$ cat src/rtl/up_spi_pkg.sv
// Shared definitions for up_spi_ctl bus users: register map, CR field positions
// and the sequencer state encoding.
package up_spi_pkg;

  localparam int CR_ADDR  = 0;
  localparam int SR_ADDR  = 1;
  localparam int ODR_ADDR = 2;
  localparam int PSC_ADDR = 3;

  localparam int CR_EN     = 0;
  localparam int CR_CPOL   = 1;
  localparam int CR_CPHA   = 2;
  localparam int CR_ENTX   = 3;
  localparam int CR_DATSIZ = 8;
  localparam int CR_CS     = 16;

  typedef enum logic [2:0] {
    ST_RST_PSC = 3'd0,
    ST_IDLE    = 3'd1,
    ST_GRANT   = 3'd2,
    ST_W_DIS   = 3'd3,
    ST_W_ODR   = 3'd4,
    ST_W_CR    = 3'd5,
    ST_R_SR    = 3'd6,
    ST_FIN     = 3'd7
  } state_e;

endpackage

$ cat src/rtl/up_spi_arb_rr.sv
// Round-robin grant over N requesters; the search starts just after the last
// granted index, and the pointer only moves when the caller confirms a grant.
module rr_arb #(
  parameter int N  = 4,
  parameter int IW = (N > 1) ? $clog2(N) : 1
)(
  input  logic          clk_i,
  input  logic          rstn_i,
  input  logic [N-1:0]  req_i,
  input  logic          update_i,
  output logic [N-1:0]  gnt_o,
  output logic [IW-1:0] idx_o,
  output logic          any_o
);

  localparam logic [N-1:0] ONE = N'(1);

  logic [IW-1:0] last_q, last_d;
  logic [IW-1:0] cand;

  always_comb begin
    idx_o = '0;
    any_o = 1'b0;
    cand  = '0;
    for (int k = 1; k <= N; k++) begin
      cand = IW'((int'(last_q) + k) % N);
      if (!any_o && req_i[cand]) begin
        any_o = 1'b1;
        idx_o = cand;
      end
    end
    gnt_o  = any_o ? (ONE << idx_o) : '0;
    last_d = (update_i && any_o) ? idx_o : last_q;
  end

  always_ff @(posedge clk_i) begin
    if (!rstn_i) last_q <= IW'(N - 1);
    else         last_q <= last_d;
  end

endmodule

$ cat src/rtl/up_spi_arb.sv
// Shares one up_spi_ctl master among REQ_CNT requesters: programs PSC once, then
// per grant runs disable / load ODR / enable+start and polls SR until idle.
module up_spi_arb
  import up_spi_pkg::*;
#(
  parameter int          ADDRESS_WIDTH = 12,
  parameter int          REQ_CNT       = 4,
  parameter int          CS_CNT        = 2,
  parameter logic [31:0] PSC_VAL       = 32'd4,
  parameter logic [15:0] POLL_MAX      = 16'd1023
)(
  input  logic                    up_clk,
  input  logic                    up_rstn,
  input  logic [REQ_CNT-1:0]      req_valid,
  output logic [REQ_CNT-1:0]      req_ready,
  input  logic [REQ_CNT*32-1:0]   req_data,
  input  logic [REQ_CNT*6-1:0]    req_size,
  input  logic [REQ_CNT*CS_CNT-1:0] req_cs,
  input  logic [REQ_CNT*2-1:0]    req_mode,
  output logic [REQ_CNT-1:0]      req_done,
  output logic [REQ_CNT-1:0]      req_err,
  output logic                    m_wreq,
  output logic [ADDRESS_WIDTH-1:0] m_waddr,
  output logic [31:0]             m_wdata,
  input  logic                    m_wack,
  output logic                    m_rreq,
  output logic [ADDRESS_WIDTH-1:0] m_raddr,
  input  logic [31:0]             m_rdata,
  input  logic                    m_rack,
  output logic                    busy
);

  localparam int AWW = ADDRESS_WIDTH;
  localparam int IW  = (REQ_CNT > 1) ? $clog2(REQ_CNT) : 1;
  localparam logic [REQ_CNT-1:0] ONE = REQ_CNT'(1);
  localparam logic [AWW-1:0] A_CR  = AWW'(CR_ADDR);
  localparam logic [AWW-1:0] A_SR  = AWW'(SR_ADDR);
  localparam logic [AWW-1:0] A_ODR = AWW'(ODR_ADDR);
  localparam logic [AWW-1:0] A_PSC = AWW'(PSC_ADDR);

  state_e              state_q, state_d;
  logic                psc_sent_q, psc_sent_d;
  logic                err_q, err_d;
  logic [15:0]         poll_q, poll_d;
  logic [IW-1:0]       gnt_q, gnt_d;
  logic [31:0]         data_q, data_d;
  logic [5:0]          size_q, size_d;
  logic [CS_CNT-1:0]   cs_q, cs_d;
  logic [1:0]          mode_q, mode_d;
  logic                wreq_q, wreq_d, rreq_q, rreq_d;
  logic [AWW-1:0]      waddr_q, waddr_d, raddr_q, raddr_d;
  logic [31:0]         wdata_q, wdata_d;

  logic [REQ_CNT-1:0]  arb_gnt;
  logic [IW-1:0]       arb_idx;
  logic                arb_any, arb_upd;
  logic [31:0]         cr_word;
  logic                unused_rdata;

  assign unused_rdata = ^m_rdata[31:1];
  assign arb_upd      = (state_q == ST_GRANT);

  rr_arb #(.N(REQ_CNT), .IW(IW)) u_rr_arb (
    .clk_i    (up_clk),
    .rstn_i   (up_rstn),
    .req_i    (req_valid),
    .update_i (arb_upd),
    .gnt_o    (arb_gnt),
    .idx_o    (arb_idx),
    .any_o    (arb_any)
  );

  assign cr_word = (32'(cs_q) << CR_CS) | (32'(size_q) << CR_DATSIZ)
                 | (32'd1 << CR_ENTX) | (32'(mode_q[1]) << CR_CPHA)
                 | (32'(mode_q[0]) << CR_CPOL) | (32'd1 << CR_EN);

  always_comb begin
    state_d    = state_q;
    psc_sent_d = psc_sent_q;
    err_d      = err_q;
    poll_d     = poll_q;
    gnt_d      = gnt_q;
    data_d     = data_q;
    size_d     = size_q;
    cs_d       = cs_q;
    mode_d     = mode_q;
    wreq_d     = 1'b0;
    rreq_d     = 1'b0;
    waddr_d    = waddr_q;
    raddr_d    = raddr_q;
    wdata_d    = wdata_q;
    req_ready  = '0;
    req_done   = '0;
    req_err    = '0;
    unique case (state_q)
      ST_RST_PSC: begin
        if (!psc_sent_q) begin
          psc_sent_d = 1'b1;
          wreq_d     = 1'b1;
          waddr_d    = A_PSC;
          wdata_d    = PSC_VAL;
        end else if (m_wack) begin
          state_d = ST_IDLE;
        end
      end
      ST_IDLE: if (|req_valid) state_d = ST_GRANT;
      ST_GRANT: begin
        if (arb_any) begin
          gnt_d     = arb_idx;
          data_d    = req_data[32*int'(arb_idx) +: 32];
          size_d    = req_size[6*int'(arb_idx) +: 6];
          cs_d      = req_cs[CS_CNT*int'(arb_idx) +: CS_CNT];
          mode_d    = req_mode[2*int'(arb_idx) +: 2];
          req_ready = arb_gnt;
          state_d   = ST_W_DIS;
          wreq_d    = 1'b1;
          waddr_d   = A_CR;
          wdata_d   = 32'd0;
        end else begin
          state_d = ST_IDLE;
        end
      end
      ST_W_DIS: if (m_wack) begin
        state_d = ST_W_ODR;
        wreq_d  = 1'b1;
        waddr_d = A_ODR;
        wdata_d = data_q;
      end
      ST_W_ODR: if (m_wack) begin
        state_d = ST_W_CR;
        wreq_d  = 1'b1;
        waddr_d = A_CR;
        wdata_d = cr_word;
      end
      ST_W_CR: if (m_wack) begin
        state_d = ST_R_SR;
        rreq_d  = 1'b1;
        raddr_d = A_SR;
      end
      ST_R_SR: if (m_rack) begin
        if (!m_rdata[0]) begin
          state_d = ST_FIN;
          err_d   = 1'b0;
        end else if (poll_q >= POLL_MAX) begin
          // abort write is launched on FIN entry so FIN only waits for its ack
          state_d = ST_FIN;
          err_d   = 1'b1;
          wreq_d  = 1'b1;
          waddr_d = A_CR;
          wdata_d = 32'd0;
        end else begin
          poll_d = 16'(poll_q + 16'd1);
          rreq_d = 1'b1;
        end
      end
      ST_FIN: begin
        if (!err_q) begin
          req_done = ONE << gnt_q;
          poll_d   = '0;
          state_d  = ST_IDLE;
        end else if (m_wack) begin
          req_err = ONE << gnt_q;
          poll_d  = '0;
          err_d   = 1'b0;
          state_d = ST_IDLE;
        end
      end
      default: state_d = ST_RST_PSC;
    endcase
  end

  always_ff @(posedge up_clk) begin
    if (!up_rstn) begin
      state_q    <= ST_RST_PSC;
      psc_sent_q <= 1'b0;
      err_q      <= 1'b0;
      poll_q     <= '0;
      gnt_q      <= '0;
      data_q     <= '0;
      size_q     <= '0;
      cs_q       <= '0;
      mode_q     <= '0;
      wreq_q     <= 1'b0;
      rreq_q     <= 1'b0;
      waddr_q    <= '0;
      raddr_q    <= '0;
      wdata_q    <= '0;
    end else begin
      state_q    <= state_d;
      psc_sent_q <= psc_sent_d;
      err_q      <= err_d;
      poll_q     <= poll_d;
      gnt_q      <= gnt_d;
      data_q     <= data_d;
      size_q     <= size_d;
      cs_q       <= cs_d;
      mode_q     <= mode_d;
      wreq_q     <= wreq_d;
      rreq_q     <= rreq_d;
      waddr_q    <= waddr_d;
      raddr_q    <= raddr_d;
      wdata_q    <= wdata_d;
    end
  end

  assign m_wreq  = wreq_q;
  assign m_rreq  = rreq_q;
  assign m_waddr = waddr_q;
  assign m_raddr = raddr_q;
  assign m_wdata = wdata_q;
  assign busy    = (state_q != ST_IDLE);

endmodule

$ cat config.mk
export PLATFORM = sky130hd
export DESIGN_NAME = up_spi_arb
export DESIGN_NICKNAME = d
export VERILOG_FILES = /design/src/rtl/up_spi_pkg.sv /design/src/rtl/up_spi_arb_rr.sv /design/src/rtl/up_spi_arb.sv
export SDC_FILE = /design/constraint.sdc
export NUM_CORES = 1
export LEC_CHECK = 0
export ABC_AREA = 1
export BUFFER_PORTS_ARGS = -buffer_cell sky130_fd_sc_hd__buf_2
export CAP_MARGIN = 20
export CORE_MARGIN = 2
export CORE_UTILIZATION = 54
export CTS_BUF_LIST = sky130_fd_sc_hd__clkbuf_16
export DETAILED_ROUTE_END_ITERATION = 8
export GPL_ROUTABILITY_DRIVEN = 1
export MAX_ROUTING_LAYER = met4
export PLACE_DENSITY = 0.9
export SLEW_MARGIN = 20
export SYNTH_ARGS = -nofsm -noshare
export SYNTH_HDL_FRONTEND = slang
export SYNTH_SLANG_ARGS = --single-unit
$ cat constraint.sdc
create_clock -name up_clk -period 4.6 [get_ports up_clk]
set_input_delay 0.46 -clock up_clk [delete_from_list [all_inputs] [get_ports up_clk]]
set_output_delay 0.46 -clock up_clk [all_outputs]
set_load 0.1 [all_outputs]
==> results of run 1 <==
[layout make-up]
| cell class | count | area (sq um) |
|---|---|---|
| Timing Repair Buffer | 235 | 1230 |
| Clock buffer | 9 | 225 |
| Multi-Input combinational cell | 741 | 3540 |
| Fill cell | 1195 | 4380 |
| Clock inverter | 6 | 45.0 |
| Inverter | 265 | 1000 |
| Tap cell | 172 | 215 |
| Sequential cell | 104 | 2080 |
[critical path, cell delays in order (launching register included)]
cell and delay (ns):
sky130_fd_sc_hd__dfxtp_1 0.52, sky130_fd_sc_hd__inv_4 0.11, sky130_fd_sc_hd__nand2_1 0.07, sky130_fd_sc_hd__nand2_1 0.06, sky130_fd_sc_hd__nand2_1 0.09, sky130_fd_sc_hd__nand2_1 0.09
sky130_fd_sc_hd__a21oi_1 0.17, sky130_fd_sc_hd__nand2_1 0.08, sky130_fd_sc_hd__nand2_1 0.07, sky130_fd_sc_hd__nand2_2 0.07, sky130_fd_sc_hd__inv_4 0.38, sky130_fd_sc_hd__nand2_1 0.25
sky130_fd_sc_hd__nor2_1 0.24, sky130_fd_sc_hd__buf_12 0.21
[power groups by stage]
stage | clock network (uW) | registers [uW] | logic (uW)
final | 707 | 1310 | 3860
after global routing | 756 | 1330 | 4220
after CTS | 719 | 1310 | 3850
after detailed placement | 0 | 1320 | 3830
after global placement | 0 | 1310 | 3790
after floorplan | 0 | 2110 | 2480
[registers in the layout, indices dropped and copies added, names as in the netlist]
name / count
data_q: 32
m_wdata: 32
poll_q: 16
size_q: 6
state_q: 3
cs_q: 2
gnt_q: 2
m_waddr: 2
mode_q: 2
u_rr_arb.last_q: 2
err_q: 1
m_raddr: 1
m_rreq: 1
m_wreq: 1
psc_sent_q: 1
[metrics by stage]
stage / total power, uW / area [sq um] / hold slack [ns]
after floorplan: 4590 / 7170 / 0.417
after global placement: 5100 / 8070 / 0.426
after detailed placement: 5150 / 8070 / 0.428
after CTS: 5870 / 8340 / 0.410
after global routing: 6310 / 8340 / 0.418
final: 5870 / 8340 / 0.427
[routing by layer]
layer	GRT usage, %	share of wire, %	vias up
met1	35.3	43	3540
met2	46.3	48	335
met4	8.26	1.9	0
met3	4.39	7.1	32
met5	-	0	-
li1	-	-	4023
[cells in the final DEF, fill, tap and decap left out, types with 2 or more instances in the layout]
| master | count |
|---|---|
| sky130_fd_sc_hd__o21ai_0 | 31 |
| sky130_fd_sc_hd__xor2_1 | 4 |
| sky130_fd_sc_hd__inv_4 | 3 |
| sky130_fd_sc_hd__dfxtp_1 | 104 |
| sky130_fd_sc_hd__nand2_2 | 3 |
| sky130_fd_sc_hd__nand4_1 | 96 |
| sky130_fd_sc_hd__nor3_2 | 2 |
| sky130_fd_sc_hd__o22ai_1 | 9 |
| sky130_fd_sc_hd__clkinvlp_4 | 2 |
| sky130_fd_sc_hd__xnor2_1 | 3 |
| sky130_fd_sc_hd__inv_2 | 9 |
| sky130_fd_sc_hd__nor3_1 | 6 |
| sky130_fd_sc_hd__clkbuf_16 | 9 |
| sky130_fd_sc_hd__nor2_1 | 112 |
| sky130_fd_sc_hd__conb_1 | 21 |
| sky130_fd_sc_hd__nand3_4 | 3 |
| sky130_fd_sc_hd__o211ai_1 | 3 |
| sky130_fd_sc_hd__nand2_1 | 222 |
| sky130_fd_sc_hd__buf_4 | 9 |
| sky130_fd_sc_hd__inv_1 | 253 |
| sky130_fd_sc_hd__clkinv_2 | 2 |
| sky130_fd_sc_hd__a21oi_1 | 71 |
| sky130_fd_sc_hd__buf_2 | 224 |
| sky130_fd_sc_hd__nand3_1 | 140 |
| sky130_fd_sc_hd__nand3_2 | 2 |
| sky130_fd_sc_hd__nor2_2 | 2 |
| sky130_fd_sc_hd__buf_12 | 2 |
[logic make-up after synthesis]
family / after synthesis / synth area share, %
and+or+nand+nor: 593 / 38.5
DFF: 104 / 29.3
buffers and inverters: 365 / 22.1
other: 1 / 0.0528
adders and majority gates: 1 / 0.176
AOI/OAI and AO/OA: 119 / 8.92
xor gates and xnor gates: 7 / 0.864
[how the worst min path moves through the flow]
stage | end | slack, ns | cells after the start
after global routing | m_rreq | 0.42 | 3
after detailed placement | poll_q[14] | 0.43 | 2
after CTS | m_rreq | 0.41 | 3
after global placement | poll_q[12] | 0.43 | 2
after floorplan | poll_q[13] | 0.42 | 2
final | m_rreq | 0.43 | 3
==> reports/results.txt, run 1 <==
Clock skew -> 0.00835 ns
Quantity of hold-fixing buffers added after cts -> 0
Area of the core -> 12700 sq um
Starting Density -> 55.8%
Clock root cell -> sky130_fd_sc_hd__clkbuf_16
Launch point of the worst reg-to-reg path -> u_rr_arb.last_q[0]
Resized Gates After CTS -> 0
Max Slew Vio Count -> 0
Area Growth Syn to Fin -> 17.5%
Mapped cell area -> 7100 sq um
DRC violation count after routing -> 0
Total leakage power -> 0.00464 uW
Antenna violation net count after detailed routing -> 0
TNS Setup -> 0 ns
Register-to-register path setup slack -> 1.95 ns
Category of the worst setup path launch point -> flip-flop
Number of buffers added for setup after CTS -> 0
Share of power burned in the clock network -> 12.0%
Worst setup EP type -> output pin
I/O pin cnt -> 279
Sum of net half-perimeters after detailed placement -> 13800 microns
Final wirelength -> 19700 microns
Critical path launch point -> u_rr_arb.last_q[0]
CTS tree -> done
Share of post-route cells with drive strength above 1 -> 20.4%
Vias in the first global route -> 6866
Number of nets in the finished design -> 1565
Combinational power share -> 65.7%
Leading cell types by total area after synthesis -> sky130_fd_sc_hd__dfxtp_1 29%, sky130_fd_sc_hd__inv_1 13%, sky130_fd_sc_hd__nand2_1 12%
Wire length of the first global-routing pass -> 31800 microns
1st-pass router iterations -> 5
Most repeated cell in the gate-level netlist after synthesis -> sky130_fd_sc_hd__inv_1
Worst-skew pair later-pin latency -> 0.35 ns
Average instance area after synthesis -> 5.96 sq um
Cell-internal power -> 2460 uW
Ant. Diodes -> 0
Final core utilization -> 65.6%
Min Tclk post-route -> 3.20 ns
Number of enable-type register cells in the synthesized netlist -> 0
Number of distinct library cells after synthesis -> 36
Switching portion of total power -> 58.2%
Maximum vdd drop -> 0.447 mV
Dpl ws -> 1.83 ns
Kind of critical path -> reg2out
Final hold viol count -> 0
CTS H-tree depth -> 3
Total setup violations reported at the end of the flow -> 0
TritonCTS buffer count -> 9
Highest Clock Rate -> 312 MHz
Vertical extent of the die -> 119 microns
Power density cells -> 704 nW/um^2
Worst Max-Slew Pin Slew -> 0.882 ns
Maximum clock insertion buffer count -> 2
Post-Synthesis Cells -> 1190
Worst flop-to-flop path endpoint -> data_q[1]
Destination of the critical timing path -> req_ready[3]
Clock slew at the register clock pins of the worst setup and hold paths -> 0.07 ns
Async SR Flop Fraction -> 0%
Share of Yosys cell area claimed by the top area cell type -> 29.3%
Startpoint of the lowest-slack hold path -> m_rack
Via count -> 7930
Std cell rows -> 41
Detail-routed via count per cell -> 5.18
Routed length per placed instance -> 12.9 microns
Worst min-delay path category -> in2reg
Commonest cells in the netlist -> 254 x sky130_fd_sc_hd__inv_1, 223 x sky130_fd_sc_hd__nand2_1, 140 x sky130_fd_sc_hd__nand3_1
Max-cap violations -> 0
Yosys Warn Count -> 0
Finished Layout Cells -> 1532
Flip-flop cell with the highest count after synthesis -> sky130_fd_sc_hd__dfxtp_1
GPL Wtd Cong -> 0.946
Overall track demand over capacity in global routing -> 28.0%
Maximum number of pins on one net before global-route repair -> 86
Slew margin rel. -> 41.2%
Final critical-path setup slack -> 1.40 ns
Run status -> finished clean
WP data arrival -> 2.74 ns
Horizontal die dimension -> 119 microns
Maximum fanout along the worst path -> 45
Yosys top cell by area -> sky130_fd_sc_hd__dfxtp_1
Antenna violations before repair -> 0
Flops & latches, synth -> 104
Fraction of the yosys area taken by sequential cells -> 29.3%
Clock net sink count -> 104
Full die area -> 14100 sq um
Port Buffer Count -> 226
Placed Cells -> 1517
Register share of total power -> 22.2%
Count of cells along the worst register-to-register path -> 14
Required time of the critical path -> 4.14 ns
Overflow left after global routing -> 0
Net Sw Power -> 3420 uW
Post-route fraction of the period consumed by the critical path -> 69.6%
Drt first-iter violations -> 711
Unrepaired setup endpoints after global routing -> no
Power figures use the tool's default switching activity.
==> inputs of run 2 (changes only) <==
--- a/config.mk
+++ b/config.mk
@@ -9,12 +9,12 @@
 export BUFFER_PORTS_ARGS = -buffer_cell sky130_fd_sc_hd__buf_2
 export CAP_MARGIN = 20
 export CORE_MARGIN = 2
-export CORE_UTILIZATION = 54
+export CORE_UTILIZATION = 45
 export CTS_BUF_LIST = sky130_fd_sc_hd__clkbuf_16
 export DETAILED_ROUTE_END_ITERATION = 8
 export GPL_ROUTABILITY_DRIVEN = 1
 export MAX_ROUTING_LAYER = met4
-export PLACE_DENSITY = 0.9
+export PLACE_DENSITY = 0.81
 export SLEW_MARGIN = 20
 export SYNTH_ARGS = -nofsm -noshare
 export SYNTH_HDL_FRONTEND = slang
==> constraint.sdc (replaced) <==
create_clock -name up_clk -period 2.6 [get_ports up_clk]
set_input_delay 0.26 -clock up_clk [delete_from_list [all_inputs] [get_ports up_clk]]
set_output_delay 0.26 -clock up_clk [all_outputs]
set_load 0.1 [all_outputs]
==> reports/results.txt, run 2 (synthesis results as in run 1) <==
Run status -> finished clean
Final wirelength -> 21100 microns
Post-route worst hold slack -> 0.218 ns
Share of post-route cells with drive strength above 1 -> 21.1%
Master of the slowest instance on the critical path -> sky130_fd_sc_hd__dfxtp_4
Detail-routed via count per cell -> 5.05
Number of fill cells in the layout -> 1579
Area of the core -> 15300 sq um
DRC violation count after routing -> 0
Highest Clock Rate -> 408 MHz
Instance area at placement -> 8250 sq um
Drt first-iter violations -> 546
Most frequent cell on the critical path -> sky130_fd_sc_hd__nand2_1
Most frequent standard cell in the layout excluding fill and tap cells -> sky130_fd_sc_hd__inv_1
Overall track demand over capacity in global routing -> 25.3%
Overflow left after global routing -> 0
TritonCTS buffer count -> 9
Count of cells along the worst register-to-register path -> 11
Port Buffer Count -> 226
Total setup violations reported at the end of the flow -> 0
Final hold viol count -> 0
Antenna violations before repair -> 1
I/O pin cnt -> 279
Final critical-path setup slack -> 0.147 ns
Maximum number of pins on one net before global-route repair -> 85
Cell-by-cell trace of the critical path -> inv_4 -> nand2_1 -> nand2_1 -> nand2_1 -> nand2_1 -> nand2_1 -> nand2_1 -> nand2_2 -> nand3_4 -> inv_2 -> nor2_2 -> inv_2 -> nor2_1 -> buf_4
Clock root cell -> sky130_fd_sc_hd__clkbuf_16
Hold Path Sink -> m_rreq
Maximum fanout along the worst path -> 8
Max-cap violations -> 0
Via count -> 7983
Clock slew at the register clock pins of the worst setup and hold paths -> 0.06 ns
Critical path launch point -> u_rr_arb.last_q[0]
Worst setup EP type -> output pin
Global routing met3 resource utilization -> 4.09%
Antenna violation net count after detailed routing -> 0
GPL Wtd Cong -> 0.932
Max Slew Vio Count -> 0
Global-route met1 utilization -> 32.5%
Worst min-delay path category -> in2reg
Std cell rows -> 45
Maximum clock insertion buffer count -> 2
Register-to-register path setup slack -> 0.25 ns
Number of buffer and inverter stages on the critical path -> 4
Post-route standard cell area excluding fillers -> 8560 sq um
Number of buffers added for setup after CTS -> 0
CTS tree -> done
Commonest cells after routing, fill and taps aside -> 255 x sky130_fd_sc_hd__inv_1, 222 x sky130_fd_sc_hd__nand2_1, 222 x sky130_fd_sc_hd__buf_2
Worst flop-to-flop path endpoint -> m_wdata[23]
WP data arrival -> 2.19 ns
Delay of the slowest cell on the worst path -> 0.38 ns
Vertical extent of the die -> 130 microns
Full die area -> 16800 sq um
Total leakage power -> 0.00473 uW
Maximum vdd drop -> 1.11 mV
Required time of the critical path -> 2.34 ns
Clock skew -> 0.00949 ns
Kind of critical path -> reg2out
Worst-skew pair later-pin latency -> 0.34 ns
Vias in the first global route -> 6999
Post-route fraction of the period consumed by the critical path -> 94.3%
Busiest grt layer -> met2
Number of nets in the finished design -> 1575
Routed length per placed instance -> 13.3 microns
Launch point of the worst reg-to-reg path -> poll_q[0]
Met2 capacity usage during global routing -> 40.8%
Clock net sink count -> 104
Worst hold path stage count -> 3
Dpl ws -> 0.184 ns
Power density cells -> 1260 nW/um^2
Final core utilization -> 55.9%
Finished Layout Cells -> 1582
Wire length of the first global-routing pass -> 33100 microns
Unrepaired setup endpoints after global routing -> no
Category of the worst setup path launch point -> flip-flop
Startpoint of the lowest-slack hold path -> m_rack
CTS H-tree depth -> 3
Horizontal die dimension -> 130 microns
Worst Max-Slew Pin Slew -> 0.669 ns
Area Growth Syn to Fin -> 20.6%
Min Tclk post-route -> 2.45 ns
Slew margin rel. -> 55.4%
Sum of net half-perimeters after detailed placement -> 14800 microns
1st-pass router iterations -> 5
Starting Density -> 46.3%
Placed Cells -> 1566
Family with the most delay on the worst path -> simple AND/OR/NAND/NOR gates
==> run 2: area by class of cell <==
class	count	area (sq um)	area share [%]
multi-input combinational	741	3560	41.6
sequential	104	2090	24.4
timing repair buffer	245	1360	15.9
inverter	265	1000	11.7
tap	211	264	3.09
clock buffer	9	225	2.63
clock inverter	6	53.8	0.629
antenna	1	2.50	0.0292
==> run 2: stage by stage <==
stage | setup TNS, ns | power, uW
after floorplan | -1.20 | 8120
after global placement | 0 | 9340
after detailed placement | 0 | 9440
after CTS | 0 | 10800
after global routing | 0 | 11600
final | 0 | 10800
==> run 2: worst min-delay path, stage by stage <==
cell	delay, ns
sky130_fd_sc_hd__buf_2	0.12
sky130_fd_sc_hd__nand4_1	0.08
sky130_fd_sc_hd__a21oi_1	0.05
==> run 2: what timing repair did <==
action / in CTS / in global routing
pin swaps: 0 / 0
endpoints found under the setup margin: 3 / 4
hold buffers: 0 / 0
resized for setup: 3 / 6
==> run 2: how the worst max path moves through the flow <==
stage	depth (start not counted)	end	slack, ns
finish	14	req_ready[0]	0.15
global route	14	req_ready[0]	0.02
CTS	13	req_ready[2]	0.03
detailed placement	15	data_q[17]	0.18
global placement	15	data_q[16]	0.24
floorplan	16	req_ready[0]	-0.42
==> run 2: power breakdown <==
| group | switching (uW) | internal [uW] |
|---|---|---|
| Clock | 584 | 730 |
| Combinational | 5310 | 1830 |
| Sequential | 257 | 2070 |
| Total | 6150 | 4630 |
==> run 2: routing by layer <==
metal  wire length, microns  part of all wire [%]
met5                      0                     0
met4                    425                   2.0
met3                   1290                   6.1
met2                   9740                    46
met1                   9610                    46
